<file path="src/rtl/load_dispatcher_if.sv">
// Handshake and command bundle between the parameter-load source, the dispatcher
// and the downstream 1-to-3 demux.
interface load_dispatcher_if #(
  parameter int DATA_WIDTH = 32,
  parameter int CNT_WIDTH  = 16
) ();
  logic                  start;
  logic [CNT_WIDTH-1:0]  ifm_len;
  logic [CNT_WIDTH-1:0]  wgt_len;
  logic [CNT_WIDTH-1:0]  bias_len;
  logic [DATA_WIDTH-1:0] s_data;
  logic                  s_valid;
  logic                  s_ready;
  logic [1:0]            sel;
  logic [DATA_WIDTH-1:0] main_input;
  logic                  out_valid;
  logic                  busy;
  logic                  done;

  modport slave (
    input  start, ifm_len, wgt_len, bias_len, s_data, s_valid,
    output s_ready, sel, main_input, out_valid, busy, done
  );

  modport master (
    output start, ifm_len, wgt_len, bias_len, s_data, s_valid,
    input  s_ready, sel, main_input, out_valid, busy, done
  );
endinterface

</file>
<file path="src/rtl/load_dispatcher.sv">
// Parameter-load sequencer: pulls IFM, WGT then BIAS words from a valid/ready
// stream and presents each one, tagged with its demux select code, one cycle later.
module load_dispatcher #(
  parameter int DATA_WIDTH = 32,
  parameter int CNT_WIDTH  = 16
) (
  input  logic              clk,
  input  logic              rst_n,
  load_dispatcher_if.slave  bus
);

  typedef enum logic [2:0] {
    IDLE      = 3'd0,
    LOAD_IFM  = 3'd1,
    LOAD_WGT  = 3'd2,
    LOAD_BIAS = 3'd3,
    DONE      = 3'd4
  } state_t;

  localparam logic [1:0] SEL_NONE = 2'b00;
  localparam logic [1:0] SEL_IFM  = 2'b01;
  localparam logic [1:0] SEL_WGT  = 2'b10;
  localparam logic [1:0] SEL_BIAS = 2'b11;

  state_t                 state, state_nxt;
  logic [CNT_WIDTH-1:0]   ifm_cnt, wgt_cnt, bias_cnt;
  logic                   rdy_p0;
  logic                   accept_p0;
  logic                   last_beat_p0;
  logic [1:0]             phase_sel_p0;
  logic [1:0]             sel_p1;
  logic [DATA_WIDTH-1:0]  data_p1;
  logic                   vld_p1;

  // First phase with work left; zero-length phases are skipped in the same edge.
  function automatic state_t first_load(input logic [CNT_WIDTH-1:0] i_len,
                                        input logic [CNT_WIDTH-1:0] w_len,
                                        input logic [CNT_WIDTH-1:0] b_len);
    if (i_len != '0)      return LOAD_IFM;
    else if (w_len != '0) return LOAD_WGT;
    else if (b_len != '0) return LOAD_BIAS;
    else                  return DONE;
  endfunction

  assign rdy_p0    = (state == LOAD_IFM) || (state == LOAD_WGT) || (state == LOAD_BIAS);
  assign accept_p0 = rdy_p0 && bus.s_valid;

  always_ff @(posedge clk or negedge rst_n) begin
    if (!rst_n) state <= IDLE;
    else        state <= state_nxt;
  end

  always_comb begin
    state_nxt    = state;
    phase_sel_p0 = SEL_NONE;
    last_beat_p0 = 1'b0;
    case (state)
      IDLE: begin
        if (bus.start) state_nxt = first_load(bus.ifm_len, bus.wgt_len, bus.bias_len);
      end
      LOAD_IFM: begin
        phase_sel_p0 = SEL_IFM;
        last_beat_p0 = (ifm_cnt == CNT_WIDTH'(1));
        if (accept_p0 && last_beat_p0) state_nxt = first_load('0, wgt_cnt, bias_cnt);
      end
      LOAD_WGT: begin
        phase_sel_p0 = SEL_WGT;
        last_beat_p0 = (wgt_cnt == CNT_WIDTH'(1));
        if (accept_p0 && last_beat_p0) state_nxt = first_load('0, '0, bias_cnt);
      end
      LOAD_BIAS: begin
        phase_sel_p0 = SEL_BIAS;
        last_beat_p0 = (bias_cnt == CNT_WIDTH'(1));
        if (accept_p0 && last_beat_p0) state_nxt = DONE;
      end
      DONE:    state_nxt = IDLE;
      default: state_nxt = IDLE;
    endcase
  end

  // Remaining-word counters: loaded on an accepted start, decremented per beat.
  always_ff @(posedge clk or negedge rst_n) begin
    if (!rst_n) begin
      ifm_cnt  <= '0;
      wgt_cnt  <= '0;
      bias_cnt <= '0;
    end else if ((state == IDLE) && bus.start) begin
      ifm_cnt  <= bus.ifm_len;
      wgt_cnt  <= bus.wgt_len;
      bias_cnt <= bus.bias_len;
    end else if (accept_p0) begin
      case (state)
        LOAD_IFM:  ifm_cnt  <= ifm_cnt  - CNT_WIDTH'(1);
        LOAD_WGT:  wgt_cnt  <= wgt_cnt  - CNT_WIDTH'(1);
        LOAD_BIAS: bias_cnt <= bias_cnt - CNT_WIDTH'(1);
        default: ;
      endcase
    end
  end

  // p0 -> p1: output register toward the demux
  always_ff @(posedge clk or negedge rst_n) begin
    if (!rst_n) begin
      vld_p1  <= 1'b0;
      sel_p1  <= SEL_NONE;
      data_p1 <= '0;
    end else begin
      vld_p1 <= accept_p0;
      if (accept_p0) begin
        sel_p1  <= phase_sel_p0;
        data_p1 <= bus.s_data;
      end else begin
        sel_p1  <= SEL_NONE;
      end
    end
  end

  assign bus.s_ready    = rdy_p0;
  assign bus.sel        = sel_p1;
  assign bus.main_input = data_p1;
  assign bus.out_valid  = vld_p1;
  assign bus.busy       = (state != IDLE);
  assign bus.done       = (state == DONE);

endmodule

</file>
<file path="src/flat_wrapper.sv">
// flat-port wrapper written by rule: the top's interface ports become plain ports
module load_dispatcher_flat 
#(
  parameter int DATA_WIDTH = 32,
  parameter int CNT_WIDTH  = 16
)
  (clk, rst_n, bus_start, bus_ifm_len, bus_wgt_len, bus_bias_len, bus_s_data, bus_s_valid, bus_s_ready, bus_sel, bus_main_input, bus_out_valid, bus_busy, bus_done);
  load_dispatcher_if #(.DATA_WIDTH(DATA_WIDTH), .CNT_WIDTH(CNT_WIDTH)) bus_i ();
  input  logic clk;
  input  logic rst_n;
  input wire logic [$bits(bus_i.start)-1:0] bus_start;
  input wire logic [$bits(bus_i.ifm_len)-1:0] bus_ifm_len;
  input wire logic [$bits(bus_i.wgt_len)-1:0] bus_wgt_len;
  input wire logic [$bits(bus_i.bias_len)-1:0] bus_bias_len;
  input wire logic [$bits(bus_i.s_data)-1:0] bus_s_data;
  input wire logic [$bits(bus_i.s_valid)-1:0] bus_s_valid;
  output wire logic [$bits(bus_i.s_ready)-1:0] bus_s_ready;
  output wire logic [$bits(bus_i.sel)-1:0] bus_sel;
  output wire logic [$bits(bus_i.main_input)-1:0] bus_main_input;
  output wire logic [$bits(bus_i.out_valid)-1:0] bus_out_valid;
  output wire logic [$bits(bus_i.busy)-1:0] bus_busy;
  output wire logic [$bits(bus_i.done)-1:0] bus_done;
  assign bus_i.start = bus_start;
  assign bus_i.ifm_len = bus_ifm_len;
  assign bus_i.wgt_len = bus_wgt_len;
  assign bus_i.bias_len = bus_bias_len;
  assign bus_i.s_data = bus_s_data;
  assign bus_i.s_valid = bus_s_valid;
  assign bus_s_ready = bus_i.s_ready;
  assign bus_sel = bus_i.sel;
  assign bus_main_input = bus_i.main_input;
  assign bus_out_valid = bus_i.out_valid;
  assign bus_busy = bus_i.busy;
  assign bus_done = bus_i.done;
  load_dispatcher #(.DATA_WIDTH(DATA_WIDTH), .CNT_WIDTH(CNT_WIDTH)) u_core (.clk(clk), .rst_n(rst_n), .bus(bus_i));
endmodule
</file>
<file path="config.mk">
export PLATFORM = sky130hd
export DESIGN_NAME = load_dispatcher_flat
export DESIGN_NICKNAME = d
export VERILOG_FILES = /design/src/rtl/load_dispatcher_if.sv /design/src/rtl/load_dispatcher.sv /design/src/flat_wrapper.sv
export SDC_FILE = /design/constraint.sdc
export NUM_CORES = 1
export LEC_CHECK = 0
export CAP_MARGIN = 5
export CORE_ASPECT_RATIO = 1.4
export CORE_MARGIN = 2
export CORE_UTILIZATION = 45
export CTS_BUF_LIST = sky130_fd_sc_hd__clkbuf_4
export CTS_CLUSTER_SIZE = 8
export DETAILED_ROUTE_END_ITERATION = 8
export PLACE_DENSITY = 0.85
export SYNTH_ARGS = -nofsm -noshare
export SYNTH_HDL_FRONTEND = slang
export SYNTH_SLANG_ARGS = --single-unit
</file>
<file path="constraint.sdc">
create_clock -name clk -period 3.37 [get_ports clk]
set_clock_uncertainty 0.2 [all_clocks]
set_input_delay 0.8425 -clock clk [delete_from_list [all_inputs] [get_ports clk]]
set_output_delay 0.8425 -clock clk [all_outputs]
set_load 0.05 [all_outputs]
</file>
# Word level (Yosys, flattened, before mapping)
# Index checks and enable logic that the tools add are counted.
[word_totals]
reg_bits = 86
inputBits = 84
wordCells = 64
output_inout_bits = 38
[op_classes]
n_reduce_logical = 22
muxes = 21
eq_ne = 11
add_sub_neg = 3
[op_table]
columns = ["op", "n"]
rows = [
  ["$mux W16", 9],
  ["$reduce_bool A16 Y1", 5],
  ["$eq A16 B1 Y1 const B", 3],
  ["$sub A16 B1 Y16 const B", 3],
  ["$mux W3", 9],
  ["$pmux W3 S4", 1],
  ["$ne A2 B2 Y1 const B", 4],
  ["$reduce_bool A2 Y1", 4],
  ["$eq A3 B2 Y1 const B", 2],
  ["$pmux W2 S3", 1],
  ["$reduce_and A2 Y1", 3],
  ["$logic_and A1 B1 Y1", 5],
  ["$reduce_and A4 Y1", 1],
  ["$eq A3 B1 Y1 const B", 1],
  ["$eq A3 B3 Y1 const B", 1],
  ["$logic_not A3 Y1", 1],
  ["$reduce_bool A3 Y1", 1],
  ["$logic_or A1 B1 Y1", 2],
  ["$mux W2", 1],
]

# Longest topological paths before layout
# Gate-level depths: netlist of run 1.
[depth]
ltp_word = 7
ltp_mapped = 7
ltp_nobuf = 6

# Worst setup path after synthesis of run 1
# No wires, ideal clock.
[synth_timing]
kind = "input to register"
startpoint = "input bus_s_valid"
endpoint = "register u_core.wgt_cnt[13]"
arrival_ps = 2106
path_stages = 6
setup_time_ps = 146
required_time_ps = 3024
setup_slack_ps = 918
cell_sequence = "nor4bb_1 -> buf_2 -> nand4_1 -> or3_1 -> o211ai_1 -> o311ai_0"
[synth_via]
elab_chain_len = 3
[synth_lines]
columns = ["item", "line_no", "source"]
rows = [
  ["start: declaration", "flat_wrapper.sv:16", "input wire logic [$bits(bus_i.s_valid)-1:0] bus_s_valid;"],
  ["$logic_and A1 B1 Y1", "load_dispatcher.sv:46", "assign accept_p0 = rdy_p0 && bus.s_valid;"],
  ["$reduce_bool A2 Y1 (no line)", "-", ""],
  ["$reduce_and A2 Y1 (no line)", "-", ""],
  ["end signal: assignment", "load_dispatcher.sv:89", "wgt_cnt <= bus.wgt_len;"],
  ["end signal: assignment", "load_dispatcher.sv:94", "LOAD_WGT: wgt_cnt <= wgt_cnt - CNT_WIDTH'(1);"],
  ["end: declaration", "load_dispatcher.sv:26", "logic [CNT_WIDTH-1:0] ifm_cnt, wgt_cnt, bias_cnt;"],
]
# Every way passes these cells.
# A chain may end at the register's enable or synchronous reset.

# Worst setup path after layout of run 1
[layout_timing]
startpoint = "register u_core.state[2]"
endpoint = "output bus_done"
[layout_via]
elab_chain_len = 1
[layout_lines]
columns = ["item", "line_no", "source"]
rows = [
  ["start: declaration", "load_dispatcher.sv:25", "state_t state, state_nxt;"],
  ["start signal: assignment", "load_dispatcher.sv:50", "else state <= state_nxt;"],
  ["$eq A3 B3 Y1", "load_dispatcher.sv:123", "assign bus.done = (state == DONE);"],
  ["end: declaration", "flat_wrapper.sv:22", "output wire logic [$bits(bus_i.done)-1:0] bus_done;"],
]
# Every way passes these cells.

==> results of run 1 <==
==> cell families (layout without fill, tap and decap cells) <==
family                   after synthesis  in the layout  share of synthesized area (%)
buffers and inverters                 26            164                           2.32
flip-flops                            86             86                           48.7
AND/OR/NAND/NOR                      181            181                           22.1
AO/OA/AOI/OAI                         93             93                           14.9
adder cells (fa/ha/maj)                8              8                           2.26
XOR/XNOR                               6              6                           1.19
multiplexers                          34             34                           8.60
other                                  0              1                              0
==> flip-flops by register name, indices dropped and copies added, names as in the netlist <==
name,cells
u_core.state,3
u_core.bus.main_input,32
u_core.ifm_cnt,16
u_core.wgt_cnt,16
u_core.bus.sel,2
u_core.bus.out_valid,1
u_core.bias_cnt,16
==> through the flow <==
step,setup WS (ns),hold WS (ns),std cells,instance area [µm²]
after floorplan,0.918,0.259,434,4420
after global placement,0.260,0.283,688,5880
after detailed placement,0.198,0.295,688,5880
after CTS,0.112,0.200,704,6000
after global routing,0.0463,0.217,705,6000
final,0.125,0.193,705,6000
==> cells in the mapped netlist (all sizes together), types with 8 or more instances <==
library cell	instances
nor2	23
mux2	32
nand2	50
nand3	21
dfrtp	86
clkbuf	13
o311ai	15
or3	10
o21ai	21
a21oi	12
o211ai	16
nor4	23
ha	8
nor3	12
inv	8
==> area by class of cell <==
class,count,share of cell area [%]
Sequential cell,86,35.8
Inverter,8,0.500
Clock inverter,6,0.646
Clock buffer,10,1.25
Antenna cell,1,0.0417
Timing Repair Buffer,140,22.5
Tap cell,132,2.75
Multi-Input combinational cell,322,36.5
==> what timing repair did <==
item	in CTS	in global routing
setup endpoints to repair	0	1
hold endpoints to repair	0	0
gates resized for setup	0	1
==> worst paths after layout <==
path | cells past startpoint | from | slack (ns) | end
min | 1 | rst_n | 0.19 | u_core.bus.main_input[29]$_DFFE_PN0P_
min reg2reg | 1 | u_core.bus.main_input[6]$_DFFE_PN0P_ | 0.32 | u_core.bus.main_input[6]$_DFFE_PN0P_
max | 3 | u_core.state[2]$_DFFE_PN0P_ | 0.12 | bus_done
max in group asynchronous | 2 | rst_n | 2.03 | u_core.bus.main_input[13]$_DFFE_PN0P_
min in group clk | 1 | u_core.bus.main_input[6]$_DFFE_PN0P_ | 0.32 | u_core.bus.main_input[6]$_DFFE_PN0P_
max reg2reg | 5 | u_core.bias_cnt[9]$_DFFE_PN0P_ | 0.81 | u_core.state[1]$_DFFE_PN0P_
==> power by group <==
| group | internal, µW | leakage, µW | total (µW) | switching, µW |
|---|---|---|---|---|
| registers | 1500 | 0.00105 | 1930 | 424 |
| logic | 1180 | 0.00130 | 2880 | 1690 |
| clock network | 158 | 0.0000638 | 515 | 357 |
| total | 2840 | 0.00241 | 5320 | 2470 |
==> layer usage <==
metal / GRT usage [%] / routed length, µm / up-vias
met5: 0 / 0 / -
met4: 8.17 / 239 / 0
met3: 3.74 / 458 / 17
met2: 40.9 / 6290 / 115
met1: 27.6 / 4710 / 1984
li1: - / - / 1925
==> key figures, run 1 <==
Setup path
  – Worst Path Buf+Inv: 2
  – Crit path max fanout: 9
  – CP arrival: 2.20 ns
  – Data required time at the worst endpoint: 2.33 ns
  – Critical path class: register to output pin
  – Slowest stage delay, CP: 0.81 ns
  – Critical-path cell list: buf_4, and2_1, clkdlybuf4s50_1
  – CP Capture Type: output pin
  – Cell family with most CP delay: buffers and inverters
  – Critical path launch point type: register
  – CP max-delay cell: clkdlybuf4s50_1

Run status
  – Status: finished, final reports clean

Pwr
  – Pwr dens: 886 nW/µm²
  – Tot Pwr: 5320 µW
  – VDD IR-drop max: 435 µV
  – Leak: 0.00241 µW

Synth
  – Asr flop ratio synth: 100%
  – Most common flop cell mapped by yosys: dfrtp_1
  – Cells after Synth: 434
  – EDFF count, synth: 0
  – Largest cells by area after synthesis: dfrtp_1 49%, mux2_2 8.1%, nand2_1 4.2%
  – Syn avg cell area: a little over 10 µm²
  – Sequential-to-total area share from yosys stat: ~50%
  – Yosys top cell area share: 48.7%
  – Synth cell types: 52
  – Post-synth top area cell: dfrtp_1
  – Warnings, synthesis: 0
  – Syn Nets: 526
  – Post-Syn Area: 4420 µm²
  – #FFs+latches synth: 86

Final layout
  – Most frequent cells in the layout: 120 x clkdlybuf4s50_1, 86 x dfrtp_1, 50 x nand2_1
  – Final Util: 63.1%
  – NumNets Final: ~660
  – Fillers: just under 800
  – Layout cells sized above 1: 13.1%
  – FF/Latch Area: 2150 µm²
  – Layout area overhead: 35.8%
  – Most common cell after layout, fill and taps aside: clkdlybuf4s50_1
  – Multi-input logic area: 2190 µm²

Die
  – Die W: 87.8 µm
  – Die area: 10600 µm²
  – Initial Util: between 40% and 50%
  – Die Ht: 121 µm
  – Core area: 9510 µm²
  – # rows: 42
  – Ports: 122

Global route
  – Remaining global-route overflow: 0
  – Initial antenna violation count: 1
  – First-pass GRT wire length: 19300 µm
  – Pin count of the biggest net entering global routing: 49
  – Vias in the first global route: 4107
  – Gr usage total: 23.0%

Clocking
  – Clk slew on worst S/H paths: 0.13 ns
  – Hold buffers post-CTS: 0
  – Clock tree sinks: 86
  – CTS Buf Count: 9
  – CTS tree: built
  – Clk_lat worst skew: 0.44 ns
  – H-tree depth: 3
  – Post-CTS setup buffers: 0
  – Clk buf depth: 2
  – CTS root buf: clkbuf_4

Place
  – Dpl hpwl: 9010 µm
  – # port buffers: 121
  – Placer Congestion: 0.896

Timing
  – Final Slew Violations: 0
  – Final hold vios: 0
  – Tightest Pin Transition: 0.742 ns
  – Slew headroom: about 50%
  – Fmax: 308 MHz
  – Setup_tns: 0 ns
  – Crit share post-route: 96.3%
  – Final setup fails: 0
  – RSZ-0062 raised after global routing: no
  – Fin crit period: roughly 3.2 ns

Detailed routing
  – Drt wl/cell: 16.6 µm
  – DRC Markers: 0
  – Vias per cell: ~5.7
  – DRT iter0 DRCs: 299
  – Routed Antenna Nets: 0
  – Initial DRT Pass Iterations: 5
  – Vias: approximately 4000
  – Routed WL: about 12000 µm

Job
  – # Max-Cap Violations: 0

Min path
  – HP Class: input pin to async pin
(Power assumes the default switching activity.)
==> run 2: changes to the inputs <==
Settings changed: CORE_UTILIZATION 45 to 35, PLACE_DENSITY 0.85 to 0.7.
==> key figures, run 2 (same netlist as run 1, synthesis figures left out) <==
Clocking
  – Clock tree sinks: 86 (unchanged)
  – Clk buf depth: 2 (unchanged)
  – CTS tree: built
  – CTS Buf Count: 9 (unchanged)
  – Clk slew on worst S/H paths: 0.13 ns (about the same)
  – H-tree depth: 3 (unchanged)
  – CTS root buf: clkbuf_4
  – Clk_lat worst skew: 0.44 ns (about the same)

Timing
  – Final hold vios: 0 (unchanged)
  – Tightest Pin Transition: 0.714 ns (-0.0286 ns)
  – Fmax: 310 MHz (+0.65%)
  – Slew headroom: 52.0% (+1.9 points)
  – Final Slew Violations: 0 (unchanged)
  – Crit share post-route: 95.7% (-0.62 points)
  – Setup_tns: 0 ns (unchanged)
  – Fin crit period: 3.22 ns (-0.0209 ns)
  – Final setup fails: 0 (unchanged)
  – RSZ-0062 raised after global routing: no

Final layout
  – NumNets Final: 656 (-0.46%)
  – Final Util: 49.6% (-14 points)
  – Number of flip-flops under the largest register name: 32 (unchanged)
  – Most frequent cells in the layout: 118 x clkdlybuf4s50_1, 86 x dfrtp_1, 50 x nand2_1
  – Number of diodes: 0 (-1)
  – Layout area overhead: 38.0%
  – Most common cell after layout, fill and taps aside: clkdlybuf4s50_1
  – Layout cells sized above 1: 12.8% (-0.28 points)
  – Design Area, Final: 6100 µm² (+1.7%)

Global route
  – First-pass GRT wire length: 20500 µm (+6.7%)
  – Pin count of the biggest net entering global routing: 46 (-6.1%)
  – Remaining global-route overflow: 0 (unchanged)
  – Vias in the first global route: 4333 (+5.5%)
  – Gr usage total: 18.9% (-4.1 points)
  – Initial antenna violation count: 0 (-1)

Detailed routing
  – Vias per cell: 5.54 (-3.4%)
  – Routed WL: 12200 µm (+4.3%)
  – DRT iter0 DRCs: 172 (-42%)
  – DRC Markers: 0 (unchanged)
  – Routed Antenna Nets: 0 (unchanged)
  – Drt wl/cell: 17.0 µm (+2.2%)
  – Initial DRT Pass Iterations: 4 (-1)
  – Vias: 3983 (-1.4%)

Run status
  – Status: finished, final reports clean

Die
  – Die Ht: 137 µm (+13%)
  – Ports: 122 (unchanged)
  – Die area: 13600 µm² (+27%)
  – Initial Util: 35.9% (-11 points)
  – Core area: 12300 µm² (+29%)
  – # rows: 48 (+14%)
  – Die W: 99.0 µm (+13%)

Setup path
  – CP arrival: 2.18 ns (-0.02 ns)
  – CP Capture Type: output pin
  – Critical path launch point type: register
  – Data required time at the worst endpoint: 2.33 ns (about the same)
  – Crit path max fanout: 12 (+3)
  – Critical path class: register to output pin

Place
  – Dpl hpwl: 9560 µm (+6.2%)
  – Placed Area: 5890 µm² (+0.17%)
  – Placer Congestion: 0.925 (+3.1%)
  – # port buffers: 121 (unchanged)

Min path
  – HP Class: input pin to async pin

Pwr
  – VDD IR-drop max: 625 µV (+44%)
  – Pwr dens: 921 nW/µm² (+4.0%)
  – Leak: 0.00244 µW (+1.5%)

Job
  – # Max-Cap Violations: 0 (unchanged)
## run 2: report_power, final
group          leakage, µW  switching [µW]  internal (µW)
Combinational      0.00129            1700           1180
Clock             0.000104             358            446
Sequential         0.00105             434           1500
Total              0.00244            2490           3130
## run 2: worst max-delay path, cell delays in order, from the launching register on
cell             delay [ns]
dfrtp_1                0.55
nor3_2                 0.35
inv_1                  0.13
clkdlybuf4s50_1        0.72
## run 2: what timing repair did
item,CTS,global route
setup endpoints to repair,0,2
hold buffers,0,0
gates resized for setup,0,2
buffers inserted,0,0
## run 2: cell type report
type	instances	area [µm²]
Clock buffer	9	67.6
Clock inverter	7	136
Fill cell	1127	6210
Inverter	8	30.0
Multi-Input combinational cell	322	2190
Sequential cell	86	2150
Tap cell	150	188
Timing Repair Buffer	137	1340
## run 2: worst paths after layout
kind                                                        from                               endpoint  slack [ns]  cells past startpoint
hold reg to reg            u_core.bus.main_input[13]$_DFFE_PN0P_  u_core.bus.main_input[13]$_DFFE_PN0P_        0.32                      1
max in group asynchronous                                  rst_n  u_core.bus.main_input[21]$_DFFE_PN0P_        2.10                      2
setup / recovery                     u_core.state[1]$_DFFE_PN0P_                               bus_busy        0.15                      3
hold / removal                                             rst_n  u_core.bus.main_input[30]$_DFFE_PN0P_        0.18                      1
min in group clk           u_core.bus.main_input[13]$_DFFE_PN0P_  u_core.bus.main_input[13]$_DFFE_PN0P_        0.32                      1
setup reg to reg                  u_core.bias_cnt[9]$_DFFE_PN0P_            u_core.state[1]$_DFFE_PN0P_        0.76                      5
## run 2: per-layer routing
metal | GRT usage (%) | vias up | wire, µm
li1 | - | 1919 | -
met4 | 7.91 | 0 | 328
met5 | 0 | - | 0
met2 | 32.7 | 118 | 6240
met1 | 21.4 | 1926 | 4850
met3 | 6.08 | 20 | 786
## run 2: stage by stage
step / std cells / worst slack (ns) / hold WS, ns / power [µW]
after floorplan: 434 / 0.918 / 0.259 / 3820
after global placement: 703 / 0.315 / 0.281 / 4740
after detailed placement: 703 / 0.222 / 0.295 / 4830
after CTS: 719 / 0.0121 / 0.187 / 5660
after global routing: 719 / 0.00245 / 0.182 / 6000
final: 719 / 0.146 / 0.185 / 5620
==> run 3: changes to the inputs <==
Settings changed: CTS_CLUSTER_DIAMETER set to 60.
==> results of run 3 <==
No change in the layout: final DEF, timing and power equal those of run 2.
